<file path="config.mk">
export PLATFORM = sky130hd
export DESIGN_NAME = downsampler
export DESIGN_NICKNAME = d
export VERILOG_FILES = /design/src/rtl/downsampler.sv
export SDC_FILE = /design/constraint.sdc
export NUM_CORES = 2
export LEC_CHECK = 0
export CAP_MARGIN = 30
export CELL_PAD_IN_SITES_DETAIL_PLACEMENT = 1
export CELL_PAD_IN_SITES_GLOBAL_PLACEMENT = 2
export CORE_ASPECT_RATIO = 1.1
export CORE_MARGIN = 10
export CORE_UTILIZATION = 41
export DETAILED_ROUTE_END_ITERATION = 8
export GPL_TIMING_DRIVEN = 0
export PLACE_DENSITY = 0.8
export SYNTH_ARGS = -nofsm -noshare
export SYNTH_HDL_FRONTEND = slang
export SYNTH_SLANG_ARGS = --single-unit
</file>
<file path="constraint.sdc">
create_clock -name clk -period 14.9 [get_ports clk]
set_input_delay 3.725 -clock clk [delete_from_list [all_inputs] [get_ports clk]]
set_output_delay 3.725 -clock clk [all_outputs]
set_load 0.01 [all_outputs]
</file>
<file path="src/rtl/downsampler.sv">
// Decimating matched filter: N-tap symmetric FIR evaluated once per symbol strobe,
// using N/4 multipliers time-shared over four phases on a snapshot of the tap line.
module downsampler #(
    parameter int N      = 20,
    parameter int N_BY_4 = N / 4
) (
    input  logic               clk,
    input  logic               reset,
    input  logic               sam_clk_ena,
    input  logic               sym_clk_ena,
    input  logic signed [17:0] x_in,
    output logic signed [17:0] y,
    output logic               y_valid,
    output logic               overrun
);

    localparam int AW = $clog2(N);

    localparam logic signed [17:0] COEF [0:19] = '{
        18'sd599,    18'sd764,    -18'sd30,    -18'sd2078,  -18'sd4101,
        -18'sd3432,  18'sd2323,   18'sd13046,  18'sd25177,  18'sd33269,
        18'sd33269,  18'sd25177,  18'sd13046,  18'sd2323,   -18'sd3432,
        -18'sd4101,  -18'sd2078,  -18'sd30,    18'sd764,    18'sd599
    };

    typedef enum logic [1:0] {
        IDLE,
        MAC,
        OUT
    } state_t;

    state_t             state;
    state_t             state_next;
    logic [1:0]         phase;
    logic signed [17:0] taps [0:N-1];
    logic signed [17:0] snap [0:N-1];
    logic signed [39:0] acc;
    logic signed [39:0] phase_sum;
    logic signed [22:0] acc_shift;
    logic signed [17:0] y_sat;

    // Phase p feeds taps p, p+4, p+8, ... through the shared multipliers.
    always_comb begin
        logic [AW-1:0]      sel;
        logic signed [35:0] prod;
        phase_sum = '0;
        sel       = '0;
        prod      = '0;
        for (int i = 0; i < N_BY_4; i++) begin
            sel       = AW'(4 * i) + AW'(phase);
            prod      = 36'(COEF[sel]) * 36'(snap[sel]);
            phase_sum = phase_sum + 40'(prod);
        end
    end

    assign acc_shift = acc[39:17];

    always_comb begin
        if (acc_shift > 23'sd131071) begin
            y_sat = 18'sd131071;
        end else if (acc_shift < -23'sd131072) begin
            y_sat = -18'sd131072;
        end else begin
            y_sat = acc_shift[17:0];
        end
    end

    always_comb begin
        state_next = state;
        case (state)
            IDLE:    if (sym_clk_ena) state_next = MAC;
            MAC:     if (phase == 2'd3) state_next = OUT;
            OUT:     state_next = IDLE;
            default: state_next = IDLE;
        endcase
    end

    always_ff @(posedge clk) begin
        if (!reset) begin
            state <= IDLE;
        end else begin
            state <= state_next;
        end
    end

    // The tap line keeps shifting while a snapshot is being processed.
    always_ff @(posedge clk) begin
        if (!reset) begin
            for (int k = 0; k < N; k++) begin
                taps[AW'(k)] <= '0;
                snap[AW'(k)] <= '0;
            end
            acc     <= '0;
            phase   <= '0;
            y       <= '0;
            y_valid <= 1'b0;
            overrun <= 1'b0;
        end else begin
            y_valid <= 1'b0;
            if (sam_clk_ena) begin
                taps[0] <= x_in;
                for (int k = 1; k < N; k++) begin
                    taps[AW'(k)] <= taps[AW'(k - 1)];
                end
            end
            case (state)
                IDLE: begin
                    if (sym_clk_ena) begin
                        for (int k = 0; k < N; k++) begin
                            snap[AW'(k)] <= taps[AW'(k)];
                        end
                        acc   <= '0;
                        phase <= '0;
                    end
                end
                MAC: begin
                    acc   <= acc + phase_sum;
                    phase <= phase + 2'd1;
                end
                OUT: begin
                    y       <= y_sat;
                    y_valid <= 1'b1;
                end
                default: ;
            endcase
            if (sym_clk_ena && state != IDLE) begin
                overrun <= 1'b1;
            end
        end
    end

endmodule
</file>
==> flow_summary.toml <==
[global_routing]
grt_max_degree = 71
grt_pass1_wl_mm = 400
grt-ovfl-total = 0
grt_usage_pct = 26.1
grt_pass1_vias = 57200
antenna_found_initial = 15

[synthesis]
synth_common_cells = "1858 x inv_1, 1562 x fa_1, 720 x edfxtp_1, 653 x and3_1, 475 x ha_1"
avgSynthCellArea_um2 = 11.7
synth_compound_area_share_pct = 1.80
synth_xor_xnor_area_share_pct = 0.503
synth_simple_gate_area_share_pct = 10.1
synth-main-ff-cell = "edfxtp_1"
synth-edff-count = 720
netlist_area_mm2 = 0.0801
synth_nets = 8906
synthDistinctLibCells = 55
yosysTopAreaCellShare_pct = 39.1
synth.area.mux_share_pct = 2.45
ys_seq_area_share_pct = 28.7
synth.area.top_cells = "fa_1 39%, edfxtp_1 27%, inv_1 8.7%"
yosysWarningCount = 0
synth-adder-area-share_pct = 46.5
async_flop_share_pct = 0
yosysMostFrequentCell = "inv_1"
synth.largest_area_cell = "fa_1"
synth_cells = 6847
synth_top_family_by_area = "adder cells"
ys_ff_latch = 786

[floorplanning]
die_area_mm2 = 0.213
core_mm2 = 0.195
start_util_pct = 41.1
pin_count = 42
die_y_um = 484
die_w_um = 441
rows = 170

[clocking]
htreeDepth = 3
cts_tree = "done"
clkTransAtPathRegs_ps = 60
cts_buffers = 84
cts_max_path_buffers = 3
cts-root-buf = "clkbuf_16"
clk_latency_ps = 690
clock_sinks = 786

[sta]
fin_skew_ps = 51.1
hold_viol = 0
post-route-period-util_pct = 96.8
max_slew_margin_pct = 22.8
max_freq_mhz = 69.4
setup_viol = 0
tightest_slew_ps = 1150
fin_crit_ps = 14420
slew_viol_final = 0
rsz0062_at_grt = "false"

[setup_path]
crit_path_end_kind = "flip-flop"
crit_arrival_ps = 14970
worstPathMaxFanout = 14
crit_required_ps = 15450
cp-start-kind = "flip-flop"
slowest_delay_ps = 830
crit_slowest_cell = "clkdlybuf4s15_1"
cp_common_cell = "fa_1"
r2r_slack_ps = 480
critPathKind = "reg -> reg"

[finish]
syn2layout_area_growth_pct = 9.15
fin_nets = 9094
stdcell_area_mm2 = 0.0874
fillers = 20800
fin_cells = 9691
layout-drive-gt1-share_pct = 4.39

[worst_hold_path]
hp-class = "reg -> reg"

[placed_design]
placed_cell_area_mm2 = 0.0846
port_buffers = 40
gp_congestion = 0.961
dp.cells = 9525
post-dp-hpwl_mm = 240

[outcome]
status = "finished, final reports clean"

[detailed_routing]
drt_wl_total_mm = 276
drc = 0
met1Wirelength_mm = 110
drt_iter0_drc = 3567
post_drt_wl_per_cell_um = 28.5
drtPass1Iterations = 5
vias = 50000
top_layer = "met5"
routed_via_density = 5.16
wl_met2_mm = 139
wl_met3_mm = 13.3
ant_nets = 0

[flow_run]
cap_violations = 0
[metrics by stage]
stage / TNS (ps) / hold slack [ps] / util (%) / setup WS [ps]
3_3_place_gp: -2415510 / 475 / 43.0 / -4810
6_report: 0 / 497 / 44.9 / 481
2_1_floorplan: 0 / 432 / - / 1240
4_1_cts: 0 / 502 / 44.9 / 140
3_5_place_dp: 0 / 494 / 43.5 / 205
5_1_grt: 0 / 530 / 44.9 / 261
[cell type report]
type	instances	area [um2]	area share [%]
Antenna cell	9	22.5	0.0258
Buffer	271	1050	1.20
Clock buffer	107	2190	2.50
Clock inverter	46	526	0.601
Inverter	1859	6980	7.98
Multi-Input combinational cell	3930	49100	56.2
Sequential cell	786	22900	26.2
Tap cell	2580	3230	3.69
Timing Repair Buffer	103	1340	1.53
[worst max-delay path, delay by kind of cell, from the launching register on]
family / cells / cell delay (ps)
fa+ha+maj: 13 / 6140
buf+inv: 15 / 5190
compound gates: 5 / 1470
simple gates: 5 / 840
flops: 1 / 490
[logic make-up after synthesis]
logic type	Yosys count
adder cells (fa/ha/maj)	2037
XOR/XNOR	46
AO/OA/AOI/OAI	236
buffers and inverters	2131
flip-flops	786
multiplexers	145
AND/OR/NAND/NOR	1466
[sequential cells by signal (all words and copies together), names as in the netlist, named ones only]
register	cells
state	2
acc	40
y_valid	1
overrun	1
y	18
taps	360
phase	2
snap	360
[repair_timing]
item | 4_1_cts | 5_1_grt
buffers inserted | 0 | 0
gates resized for setup | 0 | 2
setup endpoints to repair | 0 | 5
hold buffers | 0 | 0
[path summary, 6_finish.rpt]
kind         depth (start not counted)       to      from
min                                  2   acc[5]    acc[5]
min reg2reg                          2   acc[5]    acc[5]
max reg2reg                         38  acc[38]  phase[1]
max                                 38  acc[38]  phase[1]
[per-layer routing]
layer	track usage (%)	vias up
met5	0	-
met4	10.8	4
met3	3.16	394
met2	45.2	1366
met1	32.9	26900
li1	-	21400
[cells in the final DEF (no fill, tap or decap), types with 8 or more instances in the layout]
cell | Yosys | layout
o21ai_0 | 68 | 67
xnor2_1 | 27 | 27
clkinv_1 | 0 | 16
a21oi_1 | 67 | 67
fa_1 | 1562 | 1562
buf_4 | 0 | 20
mux2i_1 | 63 | 63
nand2_1 | 227 | 226
buf_2 | 18 | 20
nand2b_1 | 102 | 101
o21a_1 | 8 | 8
o21ai_1 | 14 | 15
clkbuf_16 | 0 | 84
dfxtp_1 | 66 | 66
clkdlybuf4s50_1 | 0 | 40
or2_2 | 18 | 18
a21boi_0 | 12 | 12
a31oi_1 | 8 | 8
clkinv_2 | 0 | 11
mux4_2 | 36 | 36
nand3_1 | 21 | 21
clkbuf_1 | 242 | 258
diode_2 | 0 | 9
nor2_1 | 191 | 191
a21o_1 | 19 | 19
bufinv_16 | 0 | 8
edfxtp_1 | 720 | 720
mux2_2 | 46 | 46
and2_1 | 173 | 173
and3_1 | 653 | 653
inv_1 | 1858 | 1858
ha_1 | 475 | 475
nor2b_1 | 65 | 65
buf_16 | 0 | 14
buf_1 | 12 | 12
xor2_1 | 19 | 19
buf_8 | 0 | 23
Power is left out: the tool's default activity adds up to more than one toggle a clock period on the data nets, which glitch-free logic cannot reach.
